===== src/rtl/seg_pkg.sv =====
// seg_pkg: shared segment table, off pattern and scan FSM states for the display scanner.
package seg_pkg;
  typedef enum logic [1:0] {IDLE, BLANK, SHOW} seg_state_t;
  localparam logic [0:6] SEG_OFF = 7'b1111111;
  localparam logic [0:6] SEG_TBL [16] = '{
    7'b0000001, 7'b1001111, 7'b0010010, 7'b0000110,
    7'b1001100, 7'b0100100, 7'b0100000, 7'b0001101,
    7'b0000000, 7'b0000100, 7'b0001000, 7'b1100000,
    7'b0110001, 7'b1000010, 7'b0110000, 7'b0111000
  };
endpackage


===== src/rtl/seg_hex_decode.sv =====
// seg_hex_decode: combinational hex nibble to active-low segments a..g.
module seg_hex_decode
  import seg_pkg::*;
(
  input  logic [3:0] i_nib,
  output logic [0:6] o_seg
);
  assign o_seg = SEG_TBL[i_nib];
endmodule


===== src/rtl/seg_scan_ctrl.sv =====
// seg_scan_ctrl: multiplexed 7-segment scan controller with frame-coherent digit buffers.
// Define SEG_LZ_SUPPRESS_EN to blank leading zero digits.
module seg_scan_ctrl
  import seg_pkg::*;
#(
  parameter int NUM_DIGITS   = 4,
  parameter int REFRESH_DIV  = 50000,
  parameter int BLANK_CYCLES = 500,
  localparam int IW = NUM_DIGITS > 1 ? $clog2(NUM_DIGITS) : 1
) (
  input  logic                    clk,
  input  logic                    rst,
  input  logic                    enable,
  input  logic                    load,
  input  logic [4*NUM_DIGITS-1:0] digits_in,
  input  logic [NUM_DIGITS-1:0]   dp_in,
  input  logic [NUM_DIGITS-1:0]   blank_in,
  output logic [NUM_DIGITS-1:0]   anode_n,
  output logic [0:6]              seg_n,
  output logic                    dp_n,
  output logic [IW-1:0]           scan_idx,
  output logic                    frame_done
);
  localparam int CW = $clog2(REFRESH_DIV);
  localparam logic [CW-1:0] LAST = CW'(REFRESH_DIV - 1);
  localparam logic [CW-1:0] BL = CW'(BLANK_CYCLES);
  localparam logic [IW-1:0] IDX_LAST = IW'(NUM_DIGITS - 1);

  seg_state_t r_state;
  logic [CW-1:0] r_cnt;
  logic [IW-1:0] r_idx;
  logic [4*NUM_DIGITS-1:0] r_pdig, r_adig;
  logic [NUM_DIGITS-1:0] r_pdp, r_pblk, r_adp, r_ablk, r_anode;
  logic [0:6] r_seg;
  logic r_dp, r_fd;

  seg_state_t w_state_n;
  logic [CW-1:0] w_cnt_n;
  logic [IW-1:0] w_idx_n;
  logic [4*NUM_DIGITS-1:0] w_nxt_dig;
  logic [NUM_DIGITS-1:0] w_nxt_dp, w_nxt_blk, w_lz;
  logic [3:0] w_nib;
  logic [0:6] w_dec;
  logic w_wrap, w_bound, w_off;

  // Outputs are registered from next-state values so seg_n leads the anode by the dead-time.
  always_comb begin
    w_wrap = r_cnt == LAST;
    w_bound = enable && (r_state == IDLE || (w_wrap && r_idx == IDX_LAST));
    w_cnt_n = (!enable || r_state == IDLE || w_wrap) ? '0 : r_cnt + 1'b1;
    w_idx_n = (!enable || r_state == IDLE) ? '0 : !w_wrap ? r_idx : r_idx == IDX_LAST ? '0 : r_idx + 1'b1;
    w_state_n = !enable ? IDLE : w_cnt_n < BL ? BLANK : SHOW;
    w_nxt_dig = !w_bound ? r_adig : load ? digits_in : r_pdig;
    w_nxt_dp = !w_bound ? r_adp : load ? dp_in : r_pdp;
    w_nxt_blk = !w_bound ? r_ablk : load ? blank_in : r_pblk;
    w_nib = w_nxt_dig[{w_idx_n, 2'b00} +: 4];
    w_off = w_nxt_blk[w_idx_n] || w_lz[w_idx_n];
  end

`ifdef SEG_LZ_SUPPRESS_EN
  logic w_lz_run;
  always_comb begin
    w_lz = '0;
    w_lz_run = 1'b1;
    for (int k = NUM_DIGITS - 1; k > 0; k--) begin
      w_lz_run = w_lz_run && w_nxt_dig[4*k +: 4] == 4'h0;
      w_lz[k] = w_lz_run;
    end
  end
`else
  assign w_lz = '0;
`endif

  seg_hex_decode u_dec (
    .i_nib (w_nib),
    .o_seg (w_dec)
  );

  always_ff @(posedge clk or posedge rst) begin
    if (rst) begin
      r_state <= IDLE;
      r_cnt <= '0;
      r_idx <= '0;
      r_pdig <= '0;
      r_pdp <= '0;
      r_pblk <= '0;
      r_adig <= '0;
      r_adp <= '0;
      r_ablk <= '0;
      r_anode <= '1;
      r_seg <= SEG_OFF;
      r_dp <= 1'b1;
      r_fd <= 1'b0;
    end else begin
      r_state <= w_state_n;
      r_cnt <= w_cnt_n;
      r_idx <= w_idx_n;
      if (load) {r_pdig, r_pdp, r_pblk} <= {digits_in, dp_in, blank_in};
      r_adig <= w_nxt_dig;
      r_adp <= w_nxt_dp;
      r_ablk <= w_nxt_blk;
      r_anode <= w_state_n == SHOW ? ~(NUM_DIGITS'(1) << w_idx_n) : '1;
      r_seg <= (w_state_n == IDLE || w_off) ? SEG_OFF : w_dec;
      r_dp <= w_state_n == IDLE || w_nxt_blk[w_idx_n] || !w_nxt_dp[w_idx_n];
      r_fd <= w_state_n != IDLE && w_cnt_n == LAST && w_idx_n == IDX_LAST;
    end
  end

  assign anode_n = r_anode;
  assign seg_n = r_seg;
  assign dp_n = r_dp;
  assign scan_idx = r_idx;
  assign frame_done = r_fd;
endmodule


===== config.mk =====
export PLATFORM = sky130hd
export DESIGN_NAME = seg_scan_ctrl
export DESIGN_NICKNAME = d
export VERILOG_FILES = /design/src/rtl/seg_pkg.sv /design/src/rtl/seg_hex_decode.sv /design/src/rtl/seg_scan_ctrl.sv
export SDC_FILE = /design/constraint.sdc
export NUM_CORES = 1
export LEC_CHECK = 0
export ABC_AREA = 1
export CORE_UTILIZATION = 45
export DETAILED_ROUTE_END_ITERATION = 16
export PLACE_DENSITY = 0.64
export SYNTH_ARGS = -nofsm -noshare
export SYNTH_HDL_FRONTEND = slang
export SYNTH_HIERARCHICAL = 1
export SYNTH_SLANG_ARGS = --single-unit
export TNS_END_PERCENT = 50

===== constraint.sdc =====
create_clock -name clk -period 4.6 [get_ports clk]
set_input_delay 0.46 -clock clk [delete_from_list [all_inputs] [get_ports clk]]
set_output_delay 0.46 -clock clk [all_outputs]
set_load 0.005 [all_outputs]

==> flow_summary.json, run 1 <==
{
  "status": "finished clean",
  "synth_fa_ha_area_frac": 0.0245,
  "p_sw_w": 0.000437,
  "cts_hold_buffers": 0,
  "path_buf_inv": 3,
  "wirelength_mm": 8.47,
  "dieArea_sq_um": 9470,
  "dp_hpwl_mm": 6.14,
  "crit_path_start_kind": "register",
  "reg2reg_depth": 18,
  "max_clock_freq_mhz": 338,
  "use_met3": 0.0302,
  "ys_warn_count": 6,
  "p_comb_frac": 0.153,
  "grt_usage": 0.197,
  "start_util": 0.467,
  "post_cts_buffers": 0,
  "setup_tns_ns": 0,
  "critPathMaxStageDelay_ns": 0.46,
  "cp_top_family": "simple AND/OR/NAND/NOR gates",
  "critPathMostFrequentCell": "nand2_1",
  "drt_iter0_drc": 120,
  "cts_max_level": 3,
  "seqPwrFrac": 0.508,
  "syn_to_final_growth_pct": 16.8,
  "post_drt_wl_per_cell_um": 12.7,
  "syn-num-nets": 545,
  "core_sq_um": 8760,
  "grt_busiest_layer": "met2",
  "antenna_found_initial": 0,
  "cp.depth": 18,
  "die_w_um": 97.3,
  "worst_clock_skew_ns": 0.00767,
  "vias_per_cell": 4.69,
  "cts_buffer_depth": 2,
  "mostFrequentLayoutCells": "nand2_1, dfrtp_1, inv_1",
  "hp-class": "register to register",
  "grt_max_degree": 48,
  "num_io_pins": 43,
  "synth_cell_type_count": 36,
  "cp_data_required_time_ns": 4.89,
  "die-height_um": 97.3,
  "rr_startpoint": "r_cnt[0]",
  "final_common_cell": "nand2_1",
  "vdd_drop_max_mv": 0.170,
  "crit_arrival_ns": 3.25,
  "powerDensity_nw_per_um2": 328,
  "hold_viol": 0,
  "cts_num_sinks": 81,
  "nets": 588,
  "crit_fanout": 18,
  "finalMaxSlewViolations": 0,
  "grt-ovfl-total": 0,
  "synth_area_leaders": "dfrtp_1, nand2_1, dfstp_2",
  "grt_pass1_vias": 3126,
  "cp_slowest_cell": "a21oi_4",
  "syn-instance-count": 509,
  "netlist_area_sq_um": 4090,
  "clk_latency_ns": 0.35,
  "swShare": 0.279,
  "synth_seq_cells": 81,
  "yosys.area_share.simple": 0.372,
  "dr.pass1.iters": 4,
  "gp_congestion": 0.841,
  "maxSlewHeadroom": 0.463,
  "synth.top_cell.area_share": 0.422,
  "rr_endpoint": "seg_n[3]",
  "synth_compound_area_frac": 0.0202,
  "clock-root-buffer": "clkbuf_8",
  "synth.avg_cell_area_sq_um": 8.04,
  "maxCapViolations": 0,
  "io_buffers": 42,
  "synthXorXnorAreaFrac": 0.0107,
  "clk_pin_slew_ns": 0.09,
  "tightestPinTransition_ns": 0.804,
  "num_vias": 3116,
  "cts.repair.resized": 0,
  "drive_gt1_frac": 0.153,
  "gr-usage-met1": 0.267,
  "cts_inserted_buffers": 9,
  "grt_pass1_wl_mm": 14.8,
  "path_cells": "ha_1, nand3_1, nor2_2, nand3_2, a21oi_4, nand2_1, nand2_1, nand2_1, nand4_1, inv_1, ha_1, inv_1, nand2_1, nand2_1, nand2_1, nand2_1, inv_1, nand2_2",
  "rows": 34,
  "criticalPathCategory": "register to register",
  "grt_setup_unrepaired": "false",
  "power_w": 0.00157,
  "drcViolationCount": 0,
  "setup_viol": 0,
  "synth_mux_area_frac": 0,
  "final_util": 0.545,
  "cp-endpoint": "seg_n[3]",
  "cts_tree": "built",
  "period_share": 0.643,
  "synth_top_family_by_area": "simple AND/OR/NAND/NOR gates",
  "r2r_slack_ns": 1.64,
  "clockPowerShare": 0.339,
  "p_leak_nw": 2.43,
  "n_antenna_cell": 0,
  "yosysSeqAreaShare": 0.499,
  "yosysTopAreaCell": "dfrtp_1",
  "setup.worst_path.start": "r_cnt[0]",
  "period_needed_ns": 2.96,
  "worstSetupEndpointType": "register",
  "postRouteAntennaNets": 0,
  "use_met2": 0.324,
  "internal_power_w": 0.00113
}
[registers in the layout, summed over array words and instances, names as in the netlist, 4 cells and up]
signal   cells
r_adig      16
r_cnt       16
r_pdig      16
seg_n        7
anode_n      4
r_ablk       4
r_adp        4
r_pblk       4
r_pdp        4
[area by class of cell]
type	count	area (sq um)
flip-flops and latches	81	2040
fillers	806	3990
repair buffers	44	435
clock buffers	9	124
inverters	57	215
well taps	108	135
clock inverters	7	78.8
multi-input cells	359	1750
[routing by layer]
layer  wire length, um  vias up
li1                  -     1631
met1              4110     1433
met2              4010       44
met3               252        8
met4               102        0
met5                 0        -
[cell usage after synthesis (all sizes together)]
master,count
nor3,4
a21oi,2
nor2,47
nand4,8
buf,7
nand3,29
o21ai,6
clkinv,2
clkbuf,5
or2,1
and3,1
ha,8
o211ai,2
xnor2,1
dfrtp,69
nand3b,2
o21bai,1
dfstp,12
nand2,243
inv,55
xor2,4
[power by group through the flow]
stage	clock network [W]	registers (W)	logic, W
after floorplan	0	0.000807	0.000165
after global placement	0	0.000808	0.000243
after detailed placement	0	0.000809	0.000243
after CTS	0.000550	0.000796	0.000244
after global routing	0.000579	0.000801	0.000275
final	0.000531	0.000795	0.000240
[tightest hold or removal path: stages, from the launching register on]
cell and delay, ns:
dfrtp_1 0.33, nand2_1 0.05, nand2_1 0.07
[kinds of logic (layout without fill, tap and decap cells)]
| family | after synthesis | in the layout |
|---|---|---|
| AO/OA/AOI/OAI | 11 | 11 |
| XOR/XNOR | 5 | 5 |
| adder cells (fa/ha/maj) | 8 | 8 |
| buffers and inverters | 69 | 117 |
| flip-flops | 81 | 81 |
| AND/OR/NAND/NOR | 335 | 335 |
[per-stage QoR]
stage | cells | worst slack (ns) | cell area [sq um] | hold WS [ns]
2_1_floorplan | 509 | 2.08 | 4090 | 0.438
5_1_grt | 665 | 1.26 | 4780 | 0.493
3_5_place_dp | 649 | 1.28 | 4570 | 0.459
6_report | 665 | 1.64 | 4780 | 0.475
4_1_cts | 665 | 1.61 | 4780 | 0.479
3_3_place_gp | 649 | 1.38 | 4570 | 0.452
[worst min path at each step]
stage,cells past startpoint,to,start,slack (ns)
global route,2,r_pdig[15],r_pdig[15],0.49
detailed placement,2,r_pdig[4],r_pdig[4],0.46
global placement,2,r_pdig[9],r_pdig[9],0.45
finish,2,r_pdig[8],r_pdig[8],0.48
floorplan,2,r_adp[0],r_adp[0],0.44
CTS,2,r_pdig[4],r_pdig[4],0.48
(Power assumes the default switching activity.)
==> run 2, diff against run 1 <==
- PLACE_DENSITY: 0.64 -> 0.66
- clock period: 4.6 -> 2.6 ns (I/O delays scaled with it)
==> run 2 against run 1 <==
Effect of this change: first-iteration DRC count increased by 50%; count of clock-buffer cells in the layout increased by 2; sequential share of layout area decreased by 3.3 points; global-route usage increased by 0.76 points; largest power group unchanged.
==> flow_summary.json, run 2 (synthesis results as in run 1) <==
{
  "status": "finished clean",
  "post_drt_wl_per_cell_um": 13.3,
  "maxCapViolations": 0,
  "drcViolationCount": 0,
  "rr_startpoint": "r_cnt[1]",
  "clockPowerShare": 0.333,
  "worst_clock_skew_ns": 0.00976,
  "hp-class": "primary input to async pin",
  "rows": 34,
  "grt_pass1_wl_mm": 15.4,
  "clk_latency_ns": 0.35,
  "cts_inserted_buffers": 9,
  "finalMaxSlewViolations": 0,
  "rr_endpoint": "seg_n[4]",
  "dr.pass1.iters": 4,
  "io_buffers": 42,
  "crit_arrival_ns": 2.78,
  "p_sw_w": 0.000757,
  "whs_ns": 0.314,
  "hold_viol": 0,
  "antenna_found_initial": 0,
  "criticalPathCategory": "register to register",
  "drive_gt1_frac": 0.226,
  "powerDensity_nw_per_um2": 548,
  "period_share": 0.959,
  "worst_slack_ns": 0.106,
  "core_sq_um": 8760,
  "start_util": 0.467,
  "final_common_cell": "nand2_1",
  "vias_per_cell": 4.76,
  "mostFrequentLayoutCells": "nand2_1, dfrtp_1, inv_1",
  "p_leak_nw": 2.63,
  "setup_viol": 0,
  "reg.largest.list": "r_adig x16, r_cnt x16, r_pdig x16",
  "period_needed_ns": 2.49,
  "grt_max_degree": 82,
  "internal_power_w": 0.00208,
  "place_ws_ns": 0.0427,
  "syn_to_final_growth_pct": 26.7,
  "dp_hpwl_mm": 6.41,
  "cts_buffer_depth": 2,
  "reg2reg_depth": 18,
  "gp_congestion": 0.818,
  "crit_fanout": 9,
  "swShare": 0.267,
  "final_util": 0.591,
  "r2r_slack_ns": 0.11,
  "drt_iter0_drc": 180,
  "num_io_pins": 43,
  "n_antenna_cell": 0,
  "cp_data_required_time_ns": 2.88,
  "power_w": 0.00284,
  "maxSlewHeadroom": 0.713,
  "nets": 620,
  "p_comb_frac": 0.171,
  "grt_usage": 0.205,
  "grt-ovfl-total": 0,
  "seqPwrFrac": 0.496,
  "die_w_um": 97.3,
  "clk_pin_slew_ns": 0.08,
  "die-height_um": 97.3,
  "crit_path_start_kind": "register",
  "max_clock_freq_mhz": 401,
  "clock-root-buffer": "clkbuf_8",
  "postRouteAntennaNets": 0,
  "cts_max_level": 3,
  "num_vias": 3316,
  "grt_setup_unrepaired": "true",
  "grt_pass1_vias": 3269,
  "vdd_drop_max_mv": 0.369,
  "cts_tree": "built",
  "wirelength_mm": 9.28,
  "dp.cells": 667,
  "cts_num_sinks": 81,
  "final_cells": 697,
  "worstSetupEndpointType": "register",
  "dieArea_sq_um": 9470,
  "tightestPinTransition_ns": 0.430
}
run 2: power groups by stage:
stage          Combinational [W]  Sequential, W  Clock (W)
6_report                0.000485        0.00141   0.000946
5_1_grt                 0.000551        0.00142    0.00102
4_1_cts                 0.000461        0.00141   0.000970
3_5_place_dp            0.000453        0.00143          0
3_3_place_gp            0.000449        0.00143          0
2_1_floorplan           0.000293        0.00143          0
run 2: final cells by class:
type / instances / area, sq um
Tap cell: 108 / 135
Inverter: 57 / 220
Sequential cell: 81 / 2040
Clock buffer: 11 / 151
Timing Repair Buffer: 76 / 738
Clock inverter: 5 / 53.8
Multi-Input combinational cell: 359 / 1840
Fill cell: 800 / 3580
run 2: worst max path at each step:
stage / start / endpoint / slack, ns
global placement: enable / seg_n[3] / 0.08
finish: r_cnt[1] / seg_n[4] / 0.11
global route: r_cnt[1] / seg_n[5] / -0.11
floorplan: r_cnt[0] / seg_n[3] / 0.12
CTS: r_cnt[5] / seg_n[3] / 0.04
detailed placement: r_cnt[0] / seg_n[3] / 0.04
run 2: repair_timing:
action                                  CTS  global route
resized for setup                         0            27
gates cloned                              0             1
buffers inserted                          1            12
pin swaps                                 1            16
endpoints found under the setup margin    1             7
hold buffers                              0             0
run 2: layer usage:
metal / part of all wire / wire length [um] / global-route usage
met4: 0.0079 / 73 / 0.0543
met2: 0.49 / 4580 / 0.332
met3: 0.031 / 286 / 0.0439
met1: 0.47 / 4340 / 0.280
met5: 0 / 0 / 0
run 2: metrics by stage:
| stage | setup TNS, ns | cell area, sq um |
|---|---|---|
| after floorplan | 0 | 4090 |
| after global placement | 0 | 4730 |
| after detailed placement | 0 | 4730 |
| after CTS | 0 | 4960 |
| after global routing | -0.380 | 5180 |
| final | 0 | 5180 |
run 2: critical path: stages, from the launching register on:
cell,delay (ns)
dfrtp_1,0.39
ha_4,0.16
nand3_2,0.12
nor2_4,0.17
nand3_4,0.12
a21oi_4,0.23
clkbuf_16,0.19
buf_6,0.09
buf_4,0.10
nand2_1,0.04
nand2_1,0.08
nand2_1,0.05
nand4_1,0.17
buf_6,0.17
inv_4,0.04
nand3b_1,0.10
nand3_2,0.08
inv_2,0.06
nand2_2,0.04
